===== config.mk =====
export PLATFORM = sky130hd
export DESIGN_NAME = pwm_timebase_flat
export DESIGN_NICKNAME = d
export VERILOG_FILES = /design/src/rtl/pwm_timebase_if.sv /design/src/rtl/pwm_timebase.sv /design/src/flat_wrapper.sv
export SDC_FILE = /design/constraint.sdc
export NUM_CORES = 1
export LEC_CHECK = 0
export CORE_MARGIN = 2
export CORE_UTILIZATION = 35
export DETAILED_ROUTE_END_ITERATION = 12
export PLACE_DENSITY = 0.58
export SETUP_SLACK_MARGIN = 0.15
export SLEW_MARGIN = 10
export SYNTH_ARGS = -nofsm -noshare
export SYNTH_HDL_FRONTEND = slang
export SYNTH_SLANG_ARGS = --single-unit

===== constraint.sdc =====
create_clock -name clk -period 2.7 [get_ports clk]
set_input_delay 0.54 -clock clk [delete_from_list [all_inputs] [get_ports clk]]
set_output_delay 0.54 -clock clk [all_outputs]
set_load 0.03 [all_outputs]

===== src/rtl/pwm_timebase_if.sv =====
// Processor bus port of the PWM timebase: write strobe, register select,
// write data and the combinational readback.
interface pwm_timebase_if #(
    parameter int WIDTH = 8
) ();
    logic             we;
    logic [1:0]       addr;
    logic [WIDTH-1:0] wdata;
    logic [WIDTH-1:0] rdata;

    modport master (
        output we,
        output addr,
        output wdata,
        input  rdata
    );

    modport slave (
        input  we,
        input  addr,
        input  wdata,
        output rdata
    );
endinterface


===== src/rtl/pwm_timebase.sv =====
// PWM timebase: prescaled running count plus duty threshold for the PWM
// comparator. Prescale, period and duty are shadow-buffered and only
// transferred to the active copies at a period boundary (or continuously
// while disabled), so the comparator never sees a mid-period change.
module pwm_timebase #(
    parameter int WIDTH    = 8,
    parameter int PS_WIDTH = 8
) (
    input  logic             clk,
    input  logic             reset,
    pwm_timebase_if.slave    bus,
    output logic [WIDTH-1:0] count,
    output logic [WIDTH-1:0] duty,
    output logic             period_tick,
    output logic             running
);

    localparam logic [1:0]          ADDR_CTRL     = 2'd0;
    localparam logic [1:0]          ADDR_PRESCALE = 2'd1;
    localparam logic [1:0]          ADDR_PERIOD   = 2'd2;
    localparam logic [1:0]          ADDR_DUTY     = 2'd3;
    localparam logic [WIDTH-1:0]    CNT_ZERO      = {WIDTH{1'b0}};
    localparam logic [WIDTH-1:0]    CNT_ONES      = {WIDTH{1'b1}};
    localparam logic [WIDTH-1:0]    CNT_ONE       = {{(WIDTH-1){1'b0}}, 1'b1};
    localparam logic [PS_WIDTH-1:0] PS_ZERO       = {PS_WIDTH{1'b0}};
    localparam logic [PS_WIDTH-1:0] PS_ONE        = {{(PS_WIDTH-1){1'b0}}, 1'b1};

    logic                enable_r;
    logic [PS_WIDTH-1:0] prescale_sh_r;
    logic [WIDTH-1:0]    period_sh_r;
    logic [WIDTH-1:0]    duty_sh_r;
    logic [PS_WIDTH-1:0] prescale_act_r;
    logic [WIDTH-1:0]    period_act_r;
    logic [WIDTH-1:0]    duty_act_r;
    logic [PS_WIDTH-1:0] pre_cnt_r;
    logic [WIDTH-1:0]    count_r;
    logic                tick_r;
    logic                step_s;
    logic                wrap_s;
    logic [WIDTH-1:0]    rdata_s;

    // Prescaler terminal value reached: the count advances on this edge
    always_comb begin
        step_s = 1'b0;
        if (enable_r && (pre_cnt_r == prescale_act_r)) begin
            step_s = 1'b1;
        end else begin
            step_s = 1'b0;
        end
    end

    // Period boundary: a step while the count sits on the active period
    always_comb begin
        wrap_s = 1'b0;
        if (step_s && (count_r == period_act_r)) begin
            wrap_s = 1'b1;
        end else begin
            wrap_s = 1'b0;
        end
    end

    // Readback returns the shadow (programmed) values, not the active ones
    always_comb begin
        rdata_s = CNT_ZERO;
        case (bus.addr)
            ADDR_CTRL:     rdata_s = {{(WIDTH-1){1'b0}}, enable_r};
            ADDR_PRESCALE: rdata_s = WIDTH'(prescale_sh_r);
            ADDR_PERIOD:   rdata_s = period_sh_r;
            ADDR_DUTY:     rdata_s = duty_sh_r;
            default:       rdata_s = CNT_ZERO;
        endcase
    end

    // Bus writes land in the enable bit and the shadow registers only
    always_ff @(posedge clk or posedge reset) begin
        if (reset) begin
            enable_r      <= 1'b0;
            prescale_sh_r <= PS_ZERO;
            period_sh_r   <= CNT_ONES;
            duty_sh_r     <= CNT_ZERO;
        end else if (bus.we) begin
            case (bus.addr)
                ADDR_CTRL:     enable_r      <= bus.wdata[0];
                ADDR_PRESCALE: prescale_sh_r <= PS_WIDTH'(bus.wdata);
                ADDR_PERIOD:   period_sh_r   <= bus.wdata;
                ADDR_DUTY:     duty_sh_r     <= bus.wdata;
                default:       enable_r      <= enable_r;
            endcase
        end
    end

    // Active copies track the shadows while idle and reload at each wrap
    always_ff @(posedge clk or posedge reset) begin
        if (reset) begin
            prescale_act_r <= PS_ZERO;
            period_act_r   <= CNT_ONES;
            duty_act_r     <= CNT_ZERO;
        end else if (!enable_r || wrap_s) begin
            prescale_act_r <= prescale_sh_r;
            period_act_r   <= period_sh_r;
            duty_act_r     <= duty_sh_r;
        end
    end

    // Prescale counter: restarts on each step, held at zero while disabled
    always_ff @(posedge clk or posedge reset) begin
        if (reset) begin
            pre_cnt_r <= PS_ZERO;
        end else if (!enable_r || step_s) begin
            pre_cnt_r <= PS_ZERO;
        end else begin
            pre_cnt_r <= pre_cnt_r + PS_ONE;
        end
    end

    // Running count and the one-cycle wrap pulse
    always_ff @(posedge clk or posedge reset) begin
        if (reset) begin
            count_r <= CNT_ZERO;
            tick_r  <= 1'b0;
        end else if (!enable_r) begin
            count_r <= CNT_ZERO;
            tick_r  <= 1'b0;
        end else if (wrap_s) begin
            count_r <= CNT_ZERO;
            tick_r  <= 1'b1;
        end else if (step_s) begin
            count_r <= count_r + CNT_ONE;
            tick_r  <= 1'b0;
        end else begin
            tick_r  <= 1'b0;
        end
    end

    assign count       = count_r;
    assign duty        = duty_act_r;
    assign period_tick = tick_r;
    assign running     = enable_r;
    assign bus.rdata   = rdata_s;

endmodule


===== src/flat_wrapper.sv =====
// flat-port wrapper written by rule: the top's interface ports become plain ports
module pwm_timebase_flat 
#(
    parameter int WIDTH    = 8,
    parameter int PS_WIDTH = 8
)
  (clk, reset, count, duty, period_tick, running, bus_we, bus_addr, bus_wdata, bus_rdata);
  pwm_timebase_if #(.WIDTH(WIDTH)) bus_i ();
  input  logic clk;
  input  logic reset;
  output logic [WIDTH-1:0] count;
  output logic [WIDTH-1:0] duty;
  output logic period_tick;
  output logic running;
  input wire logic [$bits(bus_i.we)-1:0] bus_we;
  input wire logic [$bits(bus_i.addr)-1:0] bus_addr;
  input wire logic [$bits(bus_i.wdata)-1:0] bus_wdata;
  output wire logic [$bits(bus_i.rdata)-1:0] bus_rdata;
  assign bus_i.we = bus_we;
  assign bus_i.addr = bus_addr;
  assign bus_i.wdata = bus_wdata;
  assign bus_rdata = bus_i.rdata;
  pwm_timebase #(.WIDTH(WIDTH), .PS_WIDTH(PS_WIDTH)) u_core (.clk(clk), .reset(reset), .bus(bus_i), .count(count), .duty(duty), .period_tick(period_tick), .running(running));
endmodule

==> impl_metrics.sql, run 1 <==
INSERT INTO impl_metrics (metric_group, metric, value, unit) VALUES
('routing', 'ant_nets', '0', ''),
('cells_and_area', 'num-nets-final', '300', ''),
('global_routing', 'grt_start_max_net_pins', '51', ''),
('die', 'dieWidth', '99.37', 'um'),
('cells_and_area', 'multiInputGateArea', '1440', 'um^2'),
('logic_synthesis', 'synth_cells', '237', ''),
('logic_synthesis', 'synth_seq_cells', '66', ''),
('global_routing', 'grt.total_usage', '13.87', '%'),
('clocking', 'cts_hold_repair.buffers', '0', ''),
('clocking', 'clockRootBuffer', 'clkbuf_8', ''),
('worst_setup_path', 'worst_path_largest_cell_delay', '520', 'ps'),
('global_routing', 'first_global_vias', '2068', ''),
('timing', 'maxSlewHeadroom', '57.90', '%'),
('logic_synthesis', 'postSynthAreaPerCell', '13.43', 'um^2'),
('cells_and_area', 'layout.cells.most_common_list', '50 x dfrtp_1, 36 x mux2_2, 30 x clkdlybuf4s50_1', ''),
('logic_synthesis', 'synth_warnings', '0', ''),
('worst_setup_path', 'worstSetupStartpoint', 'bus_addr[1]', ''),
('place', 'gp_congestion', '0.7506', ''),
('timing', 'max_slew.worst_pin.slew', '629.2', 'ps'),
('clocking', 'worstSkewPairLatency', '340', 'ps'),
('routing', 'drt-total-wl', '6.376', 'mm'),
('worst_setup_path', 'cpMaxStageDelayCell', 'clkdlybuf4s50_1', ''),
('die', 'floorplan.core_area', '8763', 'um^2'),
('die', 'fp-row-count', '34', ''),
('routing', 'dr.first_iter.drc_count', '47', ''),
('worst_setup_path', 'cp_data_required_time', '2160', 'ps'),
('clocking', 'post_cts_clock_slew_at_the_launch_and_capture_registers_of_the_worst_setup_and_hold_paths', '80', 'ps'),
('cells_and_area', 'fillCellCount', '824', ''),
('cells_and_area', 'postLayoutCellArea', '3902', 'um^2'),
('die', 'io_pins', '39', ''),
('worst_setup_path', 'crit_path_start_kind', 'input port', ''),
('worst_setup_path', 'crit_family', 'buffers and inverters', ''),
('cells_and_area', 'layout-drive-gt1-share', '37.24', '%'),
('power_and_ir_drop', 'leakagePower', '1.679', 'nW'),
('power_and_ir_drop', 'fin_total_pwr', '3.164', 'mW'),
('cells_and_area', 'layout-area-overhead-vs-synth', '22.60', '%'),
('die', 'start_util', '36.32', '%'),
('worst_setup_path', 'critical_path.cell_chain', 'clkdlybuf4s50_1 > buf_6 > mux2_2 > a22o_1 > buf_4', ''),
('worst_setup_path', 'signal_arrival_time_at_the_worst_endpoint', '1930', 'ps'),
('place', 'portBuffers', '38', ''),
('timing', 'fin_tns_setup', '0', 'ps'),
('logic_synthesis', 'postSynthNetCount', '252', ''),
('worst_setup_path', 'critical_path.n_buffers_inverters', '3', ''),
('logic_synthesis', 'mappedNetlistArea', '3183', 'um^2'),
('routing', 'post_drt_via_cell_ratio', '4.977', ''),
('logic_synthesis', 'synthDistinctLibCells', '34', ''),
('timing', 'final_min_period_over_clock_period', '91.55', '%'),
('place', 'hpwlAfterDp', '4.530', 'mm'),
('worst_setup_path', 'crit-reg2reg-launch', 'u_core.pre_cnt_r[0]', ''),
('power_and_ir_drop', 'power.density_cell_area', '810.8', 'nW/um^2'),
('clocking', 'cts_max_path_buffers', '2', ''),
('outcome', 'status', 'finished, final reports clean', ''),
('clocking', 'post-cts-setup-buffers', '0', ''),
('routing', 'routed-via-count', '1981', ''),
('worst_setup_path', 'sort_of_element_at_the_end_of_the_critical_path', 'primary output', ''),
('timing', 'grt_setup_unrepaired', 'false', ''),
('global_routing', 'gr-total-overflow', '0', ''),
('routing', 'post_drt_wl_per_cell', '16.02', 'um'),
('timing', 'setup_slack', '228.1', 'ps'),
('min_path', 'holdCritPathClass', 'in2async', ''),
('clocking', 'tritoncts', 'done', ''),
('timing', 'report.final.slew_viol_count', '0', ''),
('logic_synthesis', 'sequential_area_share_after_synthesis', '52.52', '%'),
('place', 'placed_cell_area', '3699', 'um^2'),
('cells_and_area', 'layout_commonest_cell', 'dfrtp_1', ''),
('die', 'overall_die_height', '99.37', 'um'),
('timing', 'fmax', '0.4045', 'GHz'),
('clocking', 'htree_num_levels', '3', ''),
('timing', 'finClkSkew', '15.44', 'ps'),
('cells_and_area', 'seqCellArea', '1672', 'um^2'),
('cells_and_area', 'antenna_cells', '0', '');
timing repair:
item,4_1_cts,5_1_grt
resized for setup,1,1
endpoints found under the hold margin,0,0
setup endpoints to repair,1,3
worst register-to-register path: stages (launching register included):
cell,delay [ps]
dfrtp_1,460
xnor2_1,170
nand4_1,150
or2_1,400
o21ai_4,200
buf_12,230
mux2_2,370
synth_stat cells:
cell / number / area [um^2]
nand4_1: 5 / 31.28
nand4b_1: 1 / 8.760
a31oi_1: 1 / 6.260
nand2_1: 10 / 37.54
xor2_1: 12 / 105.1
nor2b_1: 3 / 18.77
xnor2_1: 10 / 87.58
nor4b_1: 1 / 8.760
or2_1: 1 / 6.260
and3_1: 7 / 43.79
clkbuf_1: 6 / 22.52
nor3b_1: 2 / 15.01
dfrtp_1: 50 / 1251
buf_2: 1 / 5.000
mux4_2: 1 / 22.52
buf_12: 2 / 40.04
nor3_1: 2 / 10.01
o211ai_1: 3 / 22.52
nand3_2: 1 / 10.01
a22o_1: 7 / 61.31
nand3_1: 10 / 50.05
dfstp_2: 16 / 420.4
o21ai_4: 1 / 16.27
and2_1: 2 / 12.51
inv_1: 1 / 3.750
ha_1: 2 / 25.02
mux2_2: 36 / 405.4
nor2_1: 12 / 45.04
a21boi_0: 3 / 22.52
nor4_4: 1 / 21.27
o21ai_0: 3 / 15.01
nand3b_1: 3 / 22.52
o31a_1: 1 / 8.760
mux2_4: 20 / 300.3
kinds of logic (layout without fill, tap and decap cells):
family          count (synthesis)  after routing  share of synthesized area, %
flops                          66             66                         52.52
simple gates                   61             61                         10.73
mux                            57             57                         22.88
xor+xnor                       22             22                         6.053
compound gates                 19             19                         4.796
buf+inv                        10             63                         2.240
fa+ha+maj                       2              2                        0.7860
sequential cells by signal, indices dropped and copies added (netlist names):
signal	flops
u_core.duty	8
u_core.count	8
u_core.duty_sh_r	8
u_core.prescale_sh_r	8
u_core.period_sh_r	8
u_core.period_tick	1
u_core.running	1
u_core.pre_cnt_r	8
u_core.period_act_r	8
u_core.prescale_act_r	8
per-layer routing:
layer	wire length, um	share of wire [%]	track usage [%]	vias to the layer above
met5	0	0	0	-
met2	2885	45	21.26	41
li1	-	-	-	953
met3	220	3.5	2.670	11
met1	3170	50	19.58	976
met4	99	1.6	5.163	0
per-stage QoR:
step           util (%)  hold WS [ps]  cells
2_1_floorplan         -         492.2    237
3_3_place_gp      42.20         494.7    382
3_5_place_dp      42.20         495.0    382
4_1_cts           44.49         520.3    398
5_1_grt           44.53         528.4    398
6_report          44.53         512.9    398
layout make-up:
class,instances,share of cell area (%)
multi-input combinational,161,36.90
inverter,1,0.09618
clock buffer,9,3.174
clock inverter,7,1.988
tap,108,3.463
timing repair buffer,46,11.54
sequential,66,42.83
final timing paths:
path                                            end  slack (ps)  cells past startpoint
min reg2reg                          u_core.duty[5]         520                      1
max reg2reg                u_core.prescale_act_r[7]         610                      6
max in group asynchronous     u_core.period_sh_r[0]        1540                      3
min                                 u_core.count[0]         510                      2
max                                    bus_rdata[4]         230                      5
min in group clk                     u_core.duty[5]         520                      1
where the power goes:
group | switching (mW) | internal, mW
clock network | 0.399 | 0.434
logic | 0.398 | 0.498
registers | 0.182 | 1.25
total | 0.979 | 2.18
(Power assumes the default switching activity.)
==> run 2, diff against run 1 <==
- clock period: 2.7 -> 2.75 ns (I/O delays scaled with it)
==> impl_metrics.sql, run 2 (synthesized netlist as in run 1, its figures left out) <==
INSERT INTO impl_metrics (metric_group, metric, value, unit) VALUES
('global_routing', 'met3_usage', '2.389', '%'),
('power_and_ir_drop', 'irDropWorstVdd', '0.0004163', 'V'),
('global_routing', 'global_route.usage.met1', '20.83', '%'),
('clocking', 'post_cts_clock_slew_at_the_launch_and_capture_registers_of_the_worst_setup_and_hold_paths', '70', 'ps'),
('worst_setup_path', 'path_max_fanout', '11', ''),
('global_routing', 'busiest_layer', 'met1', ''),
('timing', 'fmax', '0.3968', 'GHz'),
('min_path', 'worst_hold_path.endpoint', 'u_core.duty[4]', ''),
('global_routing', 'use_met2', '20.74', '%'),
('outcome', 'status', 'finished, final reports clean', ''),
('global_routing', 'grt_pass1_wl', '10.87', 'mm'),
('global_routing', 'grt_antenna_before_repair', '0', ''),
('global_routing', 'grt_start_max_net_pins', '67', ''),
('place', 'placed_cell_area', '3699', 'um^2'),
('routing', 'routed-via-count', '1977', ''),
('cells_and_area', 'final_cells', '398', ''),
('power_and_ir_drop', 'leakagePower', '1.672', 'nW'),
('clocking', 'cts_num_sinks', '66', ''),
('routing', 'dr.first_iter.drc_count', '108', ''),
('place', 'portBuffers', '38', ''),
('clocking', 'worstSkewPairLatency', '340', 'ps'),
('die', 'dieWidth', '99.37', 'um'),
('clocking', 'tritoncts', 'done', ''),
('cells_and_area', 'num-nets-final', '300', ''),
('cells_and_area', 'layout-area-overhead-vs-synth', '22.56', '%'),
('cells_and_area', 'layout.cells.most_common_list', '50 x dfrtp_1, 36 x mux2_2, 30 x clkdlybuf4s50_1', ''),
('routing', 'post_drt_via_cell_ratio', '4.967', ''),
('routing', 'post_drt_wl_per_cell', '16.40', 'um'),
('min_path', 'holdCritPathClass', 'reg2reg', ''),
('clocking', 'cts_max_path_buffers', '2', ''),
('worst_setup_path', 'cp_data_required_time', '2200', 'ps'),
('worst_setup_path', 'rr_worst_depth', '6', ''),
('timing', 'final_min_period_over_clock_period', '91.65', '%'),
('timing', 'finClkSkew', '10.38', 'ps'),
('power_and_ir_drop', 'fin_total_pwr', '3.114', 'mW'),
('global_routing', 'grt.total_usage', '14.18', '%'),
('cells_and_area', 'antenna_cells', '0', ''),
('die', 'start_util', '36.32', '%'),
('clocking', 'cts_made_buffers', '9', ''),
('place', 'placed_cells_incl_taps', '382', ''),
('routing', 'dr.pass1.iters', '4', ''),
('place', 'hpwlAfterDp', '4.457', 'mm'),
('timing', 'fin_tns_setup', '0', 'ps'),
('timing', 'grt_setup_unrepaired', 'false', ''),
('timing', 'report.final.slew_viol_count', '0', ''),
('min_path', 'hold_path_stages', '1', ''),
('die', 'area_of_the_die', '9873', 'um^2'),
('die', 'fp-row-count', '34', ''),
('timing', 'fin_crit', '2520', 'ps'),
('die', 'floorplan.core_area', '8763', 'um^2'),
('timing', 'finalSetupViolCount', '0', ''),
('place', 'gp_congestion', '0.7433', ''),
('global_routing', 'first_global_vias', '2012', ''),
('worst_setup_path', 'slack_of_the_worst_reg_to_reg_path', '670', 'ps'),
('worst_setup_path', 'worstSetupStartpoint', 'bus_addr[1]', ''),
('power_and_ir_drop', 'power.density_cell_area', '798.3', 'nW/um^2'),
('routing', 'drc_errors', '0', ''),
('worst_setup_path', 'sort_of_element_at_the_end_of_the_critical_path', 'primary output', ''),
('clocking', 'htree_num_levels', '3', ''),
('min_path', 'hold_path_startpoint', 'u_core.duty[4]', ''),
('worst_setup_path', 'r2r-end', 'u_core.prescale_act_r[7]', ''),
('cells_and_area', 'layout-drive-gt1-share', '37.24', '%'),
('cells_and_area', 'postLayoutCellArea', '3901', 'um^2'),
('timing', 'maxSlewHeadroom', '54.47', '%'),
('die', 'overall_die_height', '99.37', 'um'),
('worst_setup_path', 'crit_path_start_kind', 'input port', ''),
('worst_setup_path', 'signal_arrival_time_at_the_worst_endpoint', '1970', 'ps'),
('run', 'maxCapViolations', '0', ''),
('global_routing', 'gr-total-overflow', '0', ''),
('timing', 'max_slew.worst_pin.slew', '680.5', 'ps'),
('routing', 'drt-total-wl', '6.527', 'mm'),
('cells_and_area', 'layout_commonest_cell', 'dfrtp_1', ''),
('cells_and_area', 'fillCellCount', '826', ''),
('clocking', 'cts_hold_repair.buffers', '0', ''),
('die', 'io_pins', '39', ''),
('timing', 'timing.final.hold_violations', '0', ''),
('worst_setup_path', 'crit-reg2reg-launch', 'u_core.pre_cnt_r[0]', ''),
('routing', 'ant_nets', '0', ''),
('worst_setup_path', 'critical_path_type', 'in2out', ''),
('clocking', 'clockRootBuffer', 'clkbuf_8', '');
run 2: cell count changes in the layout (fill, tap and decap cells not counted), sizes merged:
cell      previous run  this run
clkinvlp             1         3
inv                  3         1
clkinv               3         2
clkbuf               9        10
run 2: metrics by stage:
stage                     util [%]  hold WS (ps)  worst slack, ps
after floorplan                  -         492.2            571.7
after global placement       42.20         494.6            44.49
after detailed placement     42.20         490.6            34.59
after CTS                    44.52         523.3            214.4
after global routing         44.52         539.6            180.8
final                        44.52         518.4            229.6
run 2: repair_timing:
action | 4_1_cts | 5_1_grt
gates resized for setup | 1 | 0
setup buffers | 0 | 0
setup endpoints to repair | 1 | 0
run 2: cell type report:
| type | count | area (um^2) | area share (%) |
|---|---|---|---|
| inverters | 1 | 3.754 | 0.09622 |
| flip-flops and latches | 66 | 1672 | 42.85 |
| multi-input cells | 161 | 1440 | 36.91 |
| repair buffers | 46 | 446.7 | 11.45 |
| well taps | 108 | 135.1 | 3.464 |
| clock buffers | 10 | 137.6 | 3.528 |
| clock inverters | 6 | 66.31 | 1.700 |
run 2: power by group:
part           total (mW)  internal [mW]  switching [mW]
registers            1.41           1.23           0.181
clock network       0.826          0.443           0.383
logic               0.876          0.489           0.388
run 2: critical path: stages:
cell and delay [ps]:
clkdlybuf4s50_1 500, buf_4 200, mux2_2 350, a22o_1 190, buf_4 170
run 2: routing by layer:
layer,share of wire [%],vias up
li1,-,949
met1,50,976
met2,46,44
met5,0,-
met3,3.4,8
met4,1.1,0
run 2: worst max path at each step:
stage | end | slack [ps]
2_1_floorplan | u_core.count[0] | 570
3_3_place_gp | bus_rdata[0] | 40
3_5_place_dp | bus_rdata[0] | 30
4_1_cts | bus_rdata[7] | 210
5_1_grt | bus_rdata[7] | 180
6_report | bus_rdata[7] | 230
==> run 3, diff against run 2 <==
- CTS_CLUSTER_SIZE: unset -> 40
==> results of run 3 <==
The final DEF is identical to that of run 2; final timing and power are the same.
